## src/rtl/dom_sqscmul_gf16_pkg.sv

```systemverilog
`default_nettype none
// ============================================================================
// Module  : dom_sqscmul_gf16_pkg
// Brief   : Canright normal-basis GF(4)/GF(2^4) helpers and share-pair indexing
// Revision: 1.0
// ============================================================================
package dom_sqscmul_gf16_pkg;

    typedef logic [1:0] gf4_t;
    typedef logic [3:0] gf16_t;

    localparam int c_NIB = 4;

    function automatic gf4_t mul4(gf4_t x, gf4_t y);
        logic e;
        e = (x[1] ^ x[0]) & (y[1] ^ y[0]);
        return {(x[1] & y[1]) ^ e, (x[0] & y[0]) ^ e};
    endfunction

    function automatic gf4_t sq4(gf4_t x);
        return {x[0], x[1]};
    endfunction

    function automatic gf4_t sclN(gf4_t x);
        return {x[0], x[1] ^ x[0]};
    endfunction

    function automatic gf4_t sclN2(gf4_t x);
        return {x[1] ^ x[0], x[1]};
    endfunction

    function automatic gf16_t mul16(gf16_t x, gf16_t y);
        gf4_t e;
        e = sclN(mul4(x[3:2] ^ x[1:0], y[3:2] ^ y[1:0]));
        return {mul4(x[3:2], y[3:2]) ^ e, mul4(x[1:0], y[1:0]) ^ e};
    endfunction

    function automatic gf16_t sqsc16(gf16_t x);
        return {sq4(x[3:2] ^ x[1:0]), sclN2(sq4(x[1:0]))};
    endfunction

    // Row-major index of the unordered pair {i,j} among n shares; symmetric in i,j.
    function automatic int pair_idx(int i, int j, int n);
        int lo;
        int hi;
        lo = (i < j) ? i : j;
        hi = (i < j) ? j : i;
        return lo * n - (lo * (lo + 1)) / 2 + (hi - lo - 1);
    endfunction

endpackage
`default_nettype wire

```

## src/rtl/dom_sqscmul_gf16_if.sv

```systemverilog
`default_nettype none
// ============================================================================
// Module  : dom_sqscmul_gf16_if
// Brief   : Shared operand, randomness and result bus of the masked kernel
// Revision: 1.0
// ============================================================================
interface dom_sqscmul_gf16_if #(
    parameter int SHARES = 2
);
    logic [4*SHARES-1:0]            _XxDI;
    logic [4*SHARES-1:0]            _YxDI;
    logic [2*SHARES*(SHARES-1)-1:0] _ZxDI;
    logic [4*SHARES-1:0]            _QxDO;

    modport master (output _XxDI, output _YxDI, output _ZxDI, input  _QxDO);
    modport slave  (input  _XxDI, input  _YxDI, input  _ZxDI, output _QxDO);
endinterface
`default_nettype wire

```

## src/rtl/dom_sqscmul_gf16_mul_share.sv

```systemverilog
`default_nettype none
// ============================================================================
// Module  : dom_gf16_mul_share
// Brief   : One cross-domain GF(2^4) product, remasked with Z and registered
// Revision: 1.0
// ============================================================================
module dom_gf16_mul_share
    import dom_sqscmul_gf16_pkg::*;
(
    input  wire logic  ClkxCI,
    input  wire logic  RstxRI,
    input  wire gf16_t x_i,
    input  wire gf16_t y_i,
    input  wire gf16_t z_i,
    output gf16_t      c_o
);
    gf16_t w_c_d;
    gf16_t r_c_q;

    // Randomness is folded in before the register so glitches never expose x_i*y_i.
    assign w_c_d = mul16(x_i, y_i) ^ z_i;

    always_ff @(posedge ClkxCI) begin
        if (RstxRI) begin
            r_c_q <= '0;
        end else begin
            r_c_q <= w_c_d;
        end
    end

    assign c_o = r_c_q;
endmodule
`default_nettype wire

```

## src/rtl/dom_sqscmul_gf16.sv

```systemverilog
`default_nettype none
// ============================================================================
// Module  : dom_sqscmul_gf16
// Brief   : DOM-masked Q = SqSc(X^Y) ^ X*Y over GF(2^4), one-cycle latency
// Revision: 1.0
// ============================================================================
module dom_sqscmul_gf16
    import dom_sqscmul_gf16_pkg::*;
#(
    parameter int SHARES    = 2,
    parameter bit PIPELINED = 1'b1
) (
    input  wire logic           ClkxCI,
    input  wire logic           RstxRI,
    dom_sqscmul_gf16_if.slave   bus
);
    gf16_t                  w_inner [SHARES];
    gf16_t                  w_cross [SHARES][SHARES];
    logic  [4*SHARES-1:0]   w_q_vec;

    genvar i, j;
    generate
        for (i = 0; i < SHARES; i++) begin : g_share
            gf16_t w_x;
            gf16_t w_y;
            gf16_t w_inner_d;

            assign w_x       = bus._XxDI[c_NIB*i +: c_NIB];
            assign w_y       = bus._YxDI[c_NIB*i +: c_NIB];
            assign w_inner_d = sqsc16(w_x ^ w_y) ^ mul16(w_x, w_y);

            if (PIPELINED) begin : g_pipe
                gf16_t r_inner_q;
                always_ff @(posedge ClkxCI) begin
                    if (RstxRI) begin
                        r_inner_q <= '0;
                    end else begin
                        r_inner_q <= w_inner_d;
                    end
                end
                assign w_inner[i] = r_inner_q;
            end else begin : g_comb
                assign w_inner[i] = w_inner_d;
            end

            for (j = 0; j < SHARES; j++) begin : g_cross
                if (j != i) begin : g_mul
                    localparam int c_K = pair_idx(i, j, SHARES);
                    dom_gf16_mul_share u_mul (
                        .ClkxCI (ClkxCI),
                        .RstxRI (RstxRI),
                        .x_i    (w_x),
                        .y_i    (bus._YxDI[c_NIB*j +: c_NIB]),
                        .z_i    (bus._ZxDI[c_NIB*c_K +: c_NIB]),
                        .c_o    (w_cross[i][j])
                    );
                end else begin : g_diag
                    assign w_cross[i][j] = '0;
                end
            end
        end
    endgenerate

    // Output compression only ever touches registered cross terms of one domain.
    always_comb begin
        w_q_vec = '0;
        for (int s = 0; s < SHARES; s++) begin
            gf16_t v_acc;
            v_acc = w_inner[s];
            for (int t = 0; t < SHARES; t++) begin
                v_acc = v_acc ^ w_cross[s][t];
            end
            w_q_vec[c_NIB*s +: c_NIB] = v_acc;
        end
    end

    assign bus._QxDO = w_q_vec;
endmodule
`default_nettype wire

```

## src/flat_wrapper.sv

```systemverilog
// flat-port wrapper written by rule: the top's interface ports become plain ports
module dom_sqscmul_gf16_flat import dom_sqscmul_gf16_pkg::*;
#(
    parameter int SHARES    = 2,
    parameter bit PIPELINED = 1'b1
)
  (ClkxCI, RstxRI, bus__XxDI, bus__YxDI, bus__ZxDI, bus__QxDO);
  dom_sqscmul_gf16_if #(.SHARES(SHARES)) bus_i ();
  input  wire logic ClkxCI;
  input  wire logic RstxRI;
  input wire logic [$bits(bus_i._XxDI)-1:0] bus__XxDI;
  input wire logic [$bits(bus_i._YxDI)-1:0] bus__YxDI;
  input wire logic [$bits(bus_i._ZxDI)-1:0] bus__ZxDI;
  output wire logic [$bits(bus_i._QxDO)-1:0] bus__QxDO;
  assign bus_i._XxDI = bus__XxDI;
  assign bus_i._YxDI = bus__YxDI;
  assign bus_i._ZxDI = bus__ZxDI;
  assign bus__QxDO = bus_i._QxDO;
  dom_sqscmul_gf16 #(.SHARES(SHARES), .PIPELINED(PIPELINED)) u_core (.ClkxCI(ClkxCI), .RstxRI(RstxRI), .bus(bus_i));
endmodule
```

## config.mk

```make
export PLATFORM = sky130hd
export DESIGN_NAME = dom_sqscmul_gf16_flat
export DESIGN_NICKNAME = d
export VERILOG_FILES = /design/src/rtl/dom_sqscmul_gf16_pkg.sv /design/src/rtl/dom_sqscmul_gf16_if.sv /design/src/rtl/dom_sqscmul_gf16_mul_share.sv /design/src/rtl/dom_sqscmul_gf16.sv /design/src/flat_wrapper.sv
export SDC_FILE = /design/constraint.sdc
export NUM_CORES = 1
export LEC_CHECK = 0
export ABC_CLOCK_PERIOD_IN_PS = 3490
export BUFFER_PORTS_ARGS = -buffer_cell sky130_fd_sc_hd__buf_2
export CAP_MARGIN = 20
export CORE_MARGIN = 2
export CORE_UTILIZATION = 56
export DETAILED_ROUTE_END_ITERATION = 8
export PLACE_DENSITY = 0.76
export REMOVE_ABC_BUFFERS = 1
export SYNTH_ARGS = -nofsm -noshare
export SYNTH_HDL_FRONTEND = slang
export SYNTH_SLANG_ARGS = --single-unit
```

## constraint.sdc

```tcl
create_clock -name ClkxCI -period 3.49 [get_ports ClkxCI]
set_input_delay 0.5235 -clock ClkxCI [delete_from_list [all_inputs] [get_ports ClkxCI]]
set_output_delay 0.5235 -clock ClkxCI [all_outputs]
set_load 0.005 [all_outputs]
```

* Word level (Yosys, flattened, before mapping)
Index checks and enable logic that the tools add are counted.
** Operators by class
- Bitwise logic cells :: 100
** Operators by type and width (count)
- XOR 1 bit :: 42
- bitwise AND 1 bit :: 36
- XOR 4 bit :: 8
- XOR 2 bit :: 14
** Word-level totals
- Register bits :: 16
- Output and inout bits :: 8
- Logic and storage cells :: 104

* Logic depth before layout (Yosys ltp)
Gate-level depths: netlist of run 1.
- Depth after elaboration :: 7
- Depth in mapped cells :: 6

* By module
A second synthesis of run 1 with hierarchy kept.
** Unflattened totals
- Cells, all modules :: 195
- Area, all modules :: 1798.0 um^2
** By module, submodules not included
- dom_sqscmul_gf16 :: instances 1, cells an instance 95, area an instance 907.1 um^2
- dom_gf16_mul_share :: instances 2, cells an instance 50, area an instance 445.4 um^2

* Least setup slack after synthesis of run 1
OpenSTA, ideal clock, no wires.
- Path kind :: in2reg
- From :: input bus__YxDI[1]
- To :: register u_core.g_share[0].g_pipe.r_inner_q[1]
- Library setup time :: 66 ps
- Arrival :: 1908 ps
- Path slack :: 1515 ps
- Stages on the path :: 5
- Path buffers :: 0
- Cell sequence :: ha_1 > or3_4 > a211o_1 > a211o_1 > a21oi_2
** Between the ends
- Longest elaborated chain between the ends :: 6
- Elaborated cells between the ends (all ways) :: 12
- Those cells by class :: bitwise: 12
** RTL lines
- start, declared :: RTL line flat_wrapper.sv:12 : input wire logic [$bits(bus_i._YxDI)-1:0] bus__YxDI;
- XOR 2 bit :: RTL line dom_sqscmul_gf16_pkg.sv:34 : e = sclN(mul4(x[3:2] ^ x[1:0], y[3:2] ^ y[1:0]));
- XOR 1 bit :: RTL line dom_sqscmul_gf16_pkg.sv:16 : e = (x[1] ^ x[0]) & (y[1] ^ y[0]);
- bitwise AND 1 bit :: RTL line dom_sqscmul_gf16_pkg.sv:16
- XOR 1 bit :: RTL line dom_sqscmul_gf16_pkg.sv:17 : return {(x[1] & y[1]) ^ e, (x[0] & y[0]) ^ e};
- XOR 2 bit :: RTL line dom_sqscmul_gf16_pkg.sv:35 : return {mul4(x[3:2], y[3:2]) ^ e, mul4(x[1:0], y[1:0]) ^ e};
- XOR 4 bit (*) :: RTL line dom_sqscmul_gf16.sv:30 : assign w_inner_d = sqsc16(w_x ^ w_y) ^ mul16(w_x, w_y);
- end signal, assigned :: RTL line dom_sqscmul_gf16.sv:38 : r_inner_q <= w_inner_d;
- end, declared :: RTL line dom_sqscmul_gf16.sv:33 : gf16_t r_inner_q;
Mark *: on every way between the ends. The rest lies on a longest branch, timed or not.
A chain may end at the register's enable or synchronous reset.

* Worst setup path in the final report of run 1
Same ends and word-level chain as after synthesis.

==> results of run 1 <==
-- registers in the layout (all words and copies together), names as in the netlist --
register,count
u_core.g_share.g_cross.g_mul.u_mul.c_o,8
u_core.g_share.g_pipe.r_inner_q,8
-- cell families (layout without fill, tap and decap cells) --
logic type,count (synthesis),in the layout,share of synthesized area
buffers and inverters,17,35,0.0531
XOR/XNOR,66,66,0.430
multiplexers,8,8,0.0489
AND/OR/NAND/NOR,51,51,0.150
flip-flops,16,16,0.179
AO/OA/AOI/OAI,19,19,0.0839
adder cells (fa/ha/maj),8,8,0.0559
-- metal layers --
| metal | global-route usage | vias to the layer above |
|---|---|---|
| met2 | 0.365 | 24 |
| met1 | 0.259 | 600 |
| met5 | 0 | - |
| li1 | - | 661 |
| met3 | 0.00853 | 5 |
| met4 | 0.0621 | 0 |
-- power by group --
part	switching [mW]	internal, mW
logic	0.200	0.257
clock network	0.0534	0.0635
registers	0.0205	0.232
total	0.274	0.552
-- final timing paths --
path          from                                          endpoint  slack [ps]  cells after the start
max   bus__YxDI[1]  u_core.g_share[0].g_pipe.r_inner_q[1]$_SDFF_PP0_        1540                      6
min         RstxRI  u_core.g_share[0].g_pipe.r_inner_q[1]$_SDFF_PP0_         590                      2
-- layout by cell type, fill, tap and decap left out, types with 2 or more instances in the layout --
| cell type | count |
|---|---|
| ha_1 | 8 |
| nor2_1 | 30 |
| xor2_1 | 14 |
| xnor3_1 | 12 |
| and3b_1 | 3 |
| nor3_1 | 2 |
| mux2i_1 | 2 |
| buf_2 | 29 |
| clkbuf_4 | 3 |
| o211ai_1 | 2 |
| o21ai_0 | 2 |
| mux2_2 | 6 |
| inv_1 | 2 |
| xnor2_1 | 38 |
| o21a_1 | 2 |
| dfxtp_1 | 16 |
| nor2b_1 | 5 |
| nor4bb_1 | 3 |
| a211o_1 | 2 |
| a221oi_1 | 5 |
| nand2b_1 | 2 |
-- cell type report --
type / count / area, sq um
inverter: 2 / 7.51
multi-input combinational: 152 / 1380
tap: 44 / 55.1
timing repair buffer: 29 / 145
clock buffer: 4 / 36.3
sequential: 16 / 320
fill: 263 / 1110
-- stage by stage --
step                total power, mW  instances  hold slack (ps)  utilization
global route                  0.885        247              603        0.635
detailed placement            0.715        243              881        0.623
finish                        0.826        247              591        0.635
floorplan                     0.583        170              586            -
global placement              0.701        243              881        0.623
CTS                           0.832        247              586        0.635
==> impl_metrics.csv, run 1 <==
group,metric,value,unit
drt,met3WireLength,83,um
worst_setup_path,crit_fanout,8,
placed_design,dpl-instance-area,1900,sq um
worst_setup_path,start_kind,"input pin",
finish,diodes,0,
outcome,status,"complete, no violations",
clock_network,hold_buffers,0,
clock_network,cts.path.max_buffers,2,
placed_design,io_buffers,29,
yosys,yosysMostFrequentCell,"xnor2_1",
finish,finish.instance_area,1940,sq um
placed_design,dp_worst_setup_slack,1260,ps
yosys,synth_top_area_cell,"xnor2_1",
clock_network,cts.root.buffer_cell,"clkbuf_4",
drt,wl_met2,1690,um
timing,drv_slew,0,
yosys,ys_async_sr_fraction,0,
yosys,syn_area,1790,sq um
placed_design,hpwl,2800,um
floorplan,fp-row-count,20,
timing,setup_viol,0,
floorplan,start_util,0.586,
global_routing,grt_pass1_vias,1241,
power_and_ir_drop,power_density,426,nW/um^2
clock_network,cts.clk_slew.worst_paths,80,ps
clock_network,htreeDepth,1,
timing,rsz0062_at_grt,"no",
yosys,ys_types,39,
clock_network,cts_buffers,3,
timing,worst_pin_slew,529,ps
timing,setup_slack,1540,ps
global_routing,antenna_found_initial,0,
global_routing,grt_pass1_wl,5550,um
yosys,synth_edf_count,0,
clock_network,tritoncts,"yes",
global_routing,grt_remaining_overflow,0,
yosys,synthTopCellsByCount,"38 x xnor2_1, 30 x nor2_1, 16 x dfxtp_1",
worst_setup_path,worst_path_most_repeated_cell,"a211o_1",
power_and_ir_drop,vdd_drop_max,0.000153,V
timing,setup_tns,0,ps
drt,antenna_left,0,
worst_setup_path,critical-path-slowest-cell,"or3_4",
yosys,synth_top_flop_cell,"dfxtp_1",
worst_setup_path,crit_family,"compound AO/OA/AOI/OAI gates",
timing,report.final.hold_viol_count,0,
clock_network,cts_sinks,16,
worst_setup_path,slowest_delay,410,ps
drt,wl_per_cell,13.6,um
yosys,synth.yosys.warnings,0,
drt,wl,3370,um
worst_setup_path,end_kind,"flip-flop",
clock_network,post_cts_buffers,0,
drt,drc_errors,0,
timing,period_share,0.558,
worst_setup_path,critPathBufInv,1,
hold_path,hold_path.class,"input pin to flip-flop",
finish,drive_gt1_frac,0.217,
floorplan,die_w,60.5,um
drt,top_layer,"met4",
global_routing,grt.total_usage,0.201,
placed_design,globalplace.congestion,0.817,
yosys,ys_seq_area_frac,0.179,
worst_setup_path,worstPathCellList,"buf_2 -> ha_1 -> or3_4 -> a211o_1 -> a211o_1 -> a21oi_2",
timing,min_period,1950,ps
worst_setup_path,cp.required,3710,ps
drt,wl_met1,1560,um
yosys,synth_seq_cells,16,
drt,drt-vias-per-instance,5.22,
floorplan,ioPinCount,30,
clock_network,cts_resized,0,
yosys,synth_cells,185,
floorplan,core,3050,sq um
drt,vias,1290,
drt,drt_iter0_markers,16,
drt,drt_first_pass_iters,4,
floorplan,die_area,3670,sq um
finish,area_delta_synth_final,8.32,%
timing,relSlewSlack,0.645,
finish,final_nets,234,
yosys,ys_top_cells_by_area,"xnor2_1 19%, dfxtp_1 18%, xnor3_1 15%, xor2_1 6.8%, nor2_1 6.3%",
worst_setup_path,crit_type,"input pin to flip-flop",
power_and_ir_drop,p_leak,0.878,nW
job,drv_cap,0,
floorplan,fp.dieH,60.5,um
global_routing,grt_max_degree,17,
timing,fmax,514,MHz
yosys,netlist.area_leader.share,0.186,
worst_setup_path,cp.arrival,2170,ps
yosys,syn_area_per_cell,9.68,sq um
Note: power is estimated with default switching activity, not from simulation.
==> run 2, diff against run 1 <==
- ABC_CLOCK_PERIOD_IN_PS: 3490 -> 1800
- clock period: 3.49 -> 1.8 ns (I/O delays scaled with it)
==> impl_metrics.csv, run 2 (same netlist as run 1, synthesis figures left out) <==
group,metric,value,unit
drt,vias,1324,
timing,holdWs,360,ps
placed_design,hpwl,2980,um
floorplan,die_area,3670,sq um
timing,worst_pin_slew,557,ps
finish,utilization,0.655,
clock_network,cts.clk_slew.worst_paths,70,ps
finish,final_nets,244,
timing,rsz0062_at_grt,"no",
timing,relSlewSlack,0.629,
power_and_ir_drop,vdd_drop_max,0.000260,V
timing,min_period,1620,ps
power_and_ir_drop,p_leak,0.919,nW
placed_design,dp_worst_setup_slack,-86.8,ps
timing,setup_slack,180,ps
finish,diodes,0,
placed_design,globalplace.congestion,0.842,
global_routing,antenna_found_initial,0,
worst_setup_path,start_kind,"input pin",
worst_setup_path,crit_fanout,3,
floorplan,ioPinCount,30,
clock_network,hold_buffers,0,
hold_path,holdPathStages,2,
finish,multi_input_area,1380,sq um
placed_design,io_buffers,29,
timing,drv_slew,0,
timing,report.final.hold_viol_count,0,
global_routing,grt_pass1_wl,5640,um
drt,wl,3450,um
finish,final_cell_mix,"38 x xnor2_1, 30 x nor2_1, 29 x buf_2",
worst_setup_path,end_kind,"flip-flop",
floorplan,fp.dieH,60.5,um
finish,drive_gt1_frac,0.250,
floorplan,fp-row-count,20,
timing,setup_viol,0,
drt,wl_per_cell,13.5,um
drt,drt_first_pass_iters,4,
timing,fmax,617,MHz
clock_network,tritoncts,"yes",
global_routing,grt.total_usage,0.206,
timing,period_share,0.900,
clock_network,htreeDepth,1,
global_routing,grt_pass1_vias,1303,
outcome,status,"complete, no violations",
finish,fillers,256,
timing,setup_tns,0,ps
hold_path,hold_path.class,"input pin to flip-flop",
clock_network,cts.path.max_buffers,2,
drt,antenna_left,0,
floorplan,start_util,0.586,
drt,drt_iter0_markers,43,
finish,final_common_cell,"xnor2_1",
clock_network,cts.root.buffer_cell,"clkbuf_4",
global_routing,grt_remaining_overflow,0,
finish,area_delta_synth_final,11.7,%
drt,drc_errors,0,
floorplan,die_w,60.5,um
drt,drt-vias-per-instance,5.17,
clock_network,post_cts_buffers,0,
power_and_ir_drop,power_density,787,nW/um^2
finish,seqCellArea,320,sq um
worst_setup_path,cp.arrival,1830,ps
worst_setup_path,crit_type,"input pin to flip-flop",
clock_network,cts_resized,0,
worst_setup_path,cp.required,2010,ps
global_routing,grt_max_degree,17,
job,drv_cap,0,
clock_network,cts_buffers,3,
floorplan,core,3050,sq um
clock_network,cts_sinks,16,
[run 2: cell count changes in the layout (fill, tap and decap cells not counted), sizes merged]
| cell | previous run | this run |
|---|---|---|
| buf | 29 | 39 |
| clkbuf | 4 | 3 |
[run 2: cell type report]
class | count | share of cell area
Clock buffer | 3 | 0.0113
Inverter | 2 | 0.00375
Multi-Input combinational cell | 152 | 0.687
Sequential cell | 16 | 0.160
Tap cell | 44 | 0.0275
Timing Repair Buffer | 39 | 0.110
[run 2: power breakdown]
part / switching (mW) / internal, mW
clock: 0.0877 / 0.0772
combinational: 0.398 / 0.523
sequential: 0.0383 / 0.450
[run 2: critical path: stages]
cell and delay (ps):
buf_2 110, ha_1 300, or3_4 400, a211o_1 320
a211o_1 310, a21oi_2 120
[run 2: routing by layer]
metal  wire (um)  part of all wire  up-vias  global-route usage
met5           0                 0        -                   0
met4          19            0.0055        0              0.0652
met3          90             0.026        2             0.00640
met2        1770              0.51       27               0.384
met1        1570              0.45      613               0.257
li1            -                 -      682                   -
[run 2: path summary, 6_finish.rpt]
path,start,endpoint,slack (ps)
max,bus__YxDI[1],u_core.g_share[0].g_pipe.r_inner_q[1]$_SDFF_PP0_,180
min,RstxRI,u_core.g_share[0].g_cross[1].g_mul.u_mul.c_o[0]$_SDFF_PP0_,360
[run 2: stage by stage]
stage                     power, mW  std cells  instance area, sq um
after detailed placement       1.42        253                  1980
after floorplan                1.13        170                  1700
final                          1.57        256                  2000
after global placement         1.39        253                  1980
after CTS                      1.59        256                  2000
after global routing           1.69        256                  2000
==> run 3, diff against run 2 <==
- SYNTH_HIERARCHICAL: unset -> 1
==> impl_metrics.csv, run 3 <==
group,metric,value,unit
worst_setup_path,crit_type,"input pin to flip-flop",
worst_setup_path,worstPathCellList,"buf_2 -> ha_1 -> xor2_1 -> xnor2_1 -> xnor2_1 -> xnor2_1 -> nor2_1",
yosys,netlist.area_leader.share,0.234,
yosys,ys_types,30,
drt,drt_first_pass_iters,6,
timing,setup_viol,0,
timing,report.final.hold_viol_count,0,
clock_network,post_cts_buffers,0,
worst_setup_path,cp.depth,7,
yosys,ys_seq_area_frac,0.178,
finish,area_delta_synth_final,11.8,%
power_and_ir_drop,power_density,774,nW/um^2
global_routing,grt_pass1_wl,6150,um
yosys,synth_cells,195,
floorplan,die_area,3680,sq um
floorplan,fp.dieH,60.7,um
clock_network,cts_sinks,16,
finish,final_common_cell,"xnor2_1",
clock_network,cts_buffers,3,
yosys,syn_area_per_cell,9.22,sq um
yosys,syn_area,1800,sq um
worst_setup_path,slowest_delay,320,ps
drt,drt-vias-per-instance,5.34,
worst_setup_path,critical-path-slowest-cell,"ha_1",
clock_network,hold_buffers,0,
placed_design,hpwl,3100,um
global_routing,grt_remaining_overflow,0,
drt,vias,1427,
outcome,status,"complete, no violations",
power_and_ir_drop,p_leak,0.858,nW
placed_design,globalplace.congestion,0.839,
worst_setup_path,cp.required,1950,ps
floorplan,ioPinCount,30,
global_routing,grt.total_usage,0.222,
yosys,synthTopCellsByCount,"48 x xnor2_1, 26 x nor2_1, 20 x xor2_1",
global_routing,grt_max_degree,17,
floorplan,fp-row-count,20,
timing,setup_tns,0,ps
drt,drt_iter0_markers,36,
hold_path,hold_path.class,"input pin to flip-flop",
finish,final_cell_mix,"48 x xnor2_1, 29 x buf_2, 26 x nor2_1",
yosys,synth.yosys.warnings,6,
clock_network,cts_resized,0,
placed_design,io_buffers,29,
timing,fmax,721,MHz
timing,holdWs,336,ps
global_routing,antenna_found_initial,0,
worst_setup_path,crit_end,"u_core/g_share[1].g_pipe.r_inner_q[2]$_SDFF_PP0_",
yosys,synth_top_area_cell,"xnor2_1",
yosys,yosysMostFrequentCell,"xnor2_1",
drt,wl,3680,um
clock_network,cts.path.max_buffers,2,
clock_network,cts.clk_slew.worst_paths,100,ps
finish,final_nets,254,
drt,wl_per_cell,13.8,um
timing,rsz0062_at_grt,"no",
yosys,synth_top_flop_cell,"dfxtp_1",
drt,drc_errors,0,
yosys,synth_seq_cells,16,
worst_setup_path,crit_path_start,"bus__XxDI[7]",
drt,antenna_left,0,
timing,min_period,1390,ps
floorplan,start_util,0.589,
clock_network,cts.root.buffer_cell,"clkbuf_4",
yosys,ys_async_sr_fraction,0,
worst_setup_path,crit_fanout,9,
clock_network,htreeDepth,1,
worst_setup_path,critPathBufInv,1,
worst_setup_path,crit_family,"XOR/XNOR gates",
worst_setup_path,end_kind,"flip-flop",
finish,drive_gt1_frac,0.211,
yosys,ys_top_cells_by_area,"xnor2_1 23%, dfxtp_1 18%, xnor3_1 10%, xor2_1 9.7%, ha_1 5.6%",
power_and_ir_drop,vdd_drop_max,0.000289,V
timing,worst_pin_slew,355,ps
yosys,synth_edf_count,0,
global_routing,grt_pass1_vias,1387,
floorplan,die_w,60.7,um
finish,fillers,261,
timing,relSlewSlack,0.762,
finish,diodes,0,
job,drv_cap,0,
worst_setup_path,cp.arrival,1540,ps
floorplan,core,3050,sq um
timing,drv_slew,0,
worst_setup_path,worst_path_most_repeated_cell,"xnor2_1",
clock_network,tritoncts,"yes",
worst_setup_path,start_kind,"input pin",
timing,period_share,0.771,
-- run 3: changes by cell type after synthesis, moves of 5 or more --
cell / change
a21oi_1: +5
nand2_1: +5
buf_2: -5
xnor2_1: +10
xor2_1: +6
a221oi_1: -5
-- run 3: worst min path at each step --
stage / startpoint / end / slack, ps / cells after the start
floorplan: RstxRI / u_core/g_share[0].g_cross[1].g_mul.u_mul/c_o[0]$_SDFF_PP0_ / 340 / 1
global placement: RstxRI / u_core/g_share[0].g_cross[1].g_mul.u_mul/c_o[1]$_SDFF_PP0_ / 620 / 2
detailed placement: RstxRI / u_core/g_share[0].g_pipe.r_inner_q[1]$_SDFF_PP0_ / 620 / 2
CTS: RstxRI / u_core/g_share[0].g_pipe.r_inner_q[1]$_SDFF_PP0_ / 320 / 2
global route: RstxRI / u_core/g_share[0].g_cross[1].g_mul.u_mul/c_o[1]$_SDFF_PP0_ / 350 / 2
finish: RstxRI / u_core/g_share[0].g_cross[1].g_mul.u_mul/c_o[1]$_SDFF_PP0_ / 340 / 2
-- run 3: cell families (layout without fill, tap and decap cells) --
logic type                 Yosys count  count (layout)  share of synthesized area
xor gates and xnor gates            78              78                      0.450
and+or+nand+nor                     60              60                      0.170
AOI/OAI and AO/OA                   22              22                      0.104
DFF                                 16              16                      0.178
adders and majority gates            8               8                     0.0557
buffers and inverters                7              35                     0.0174
muxes                                4               4                     0.0251
-- run 3: layout make-up --
class	instances	area, sq um	area share
Inverter	2	7.51	0.00373
Sequential cell	16	320	0.159
Clock buffer	4	36.3	0.0180
Multi-Input combinational cell	172	1450	0.719
Timing Repair Buffer	29	145	0.0722
Tap cell	44	55.1	0.0274
-- run 3: metrics by stage --
stage / worst slack (ps) / power (mW) / instances / instance area [sq um] / utilization
after floorplan: 475 / 1.08 / 190 / 1770 / -
after global placement: 163 / 1.30 / 263 / 1970 / 0.647
after detailed placement: 101 / 1.34 / 263 / 1970 / 0.647
after CTS: 394 / 1.57 / 267 / 2010 / 0.659
after global routing: 313 / 1.67 / 267 / 2010 / 0.659
final: 412 / 1.56 / 267 / 2010 / 0.659
-- run 3: per-layer routing --
layer / global-route usage / routed length, um
met1: 0.277 / 1600
met2: 0.396 / 1890
met3: 0.0235 / 143
met4: 0.0745 / 44
met5: 0 / 0
-- run 3: report_power, final --
part	leakage [nW]	internal, mW	switching [mW]
Sequential	0.133	0.442	0.0364
Combinational	0.703	0.444	0.406
Clock	0.0210	0.123	0.105
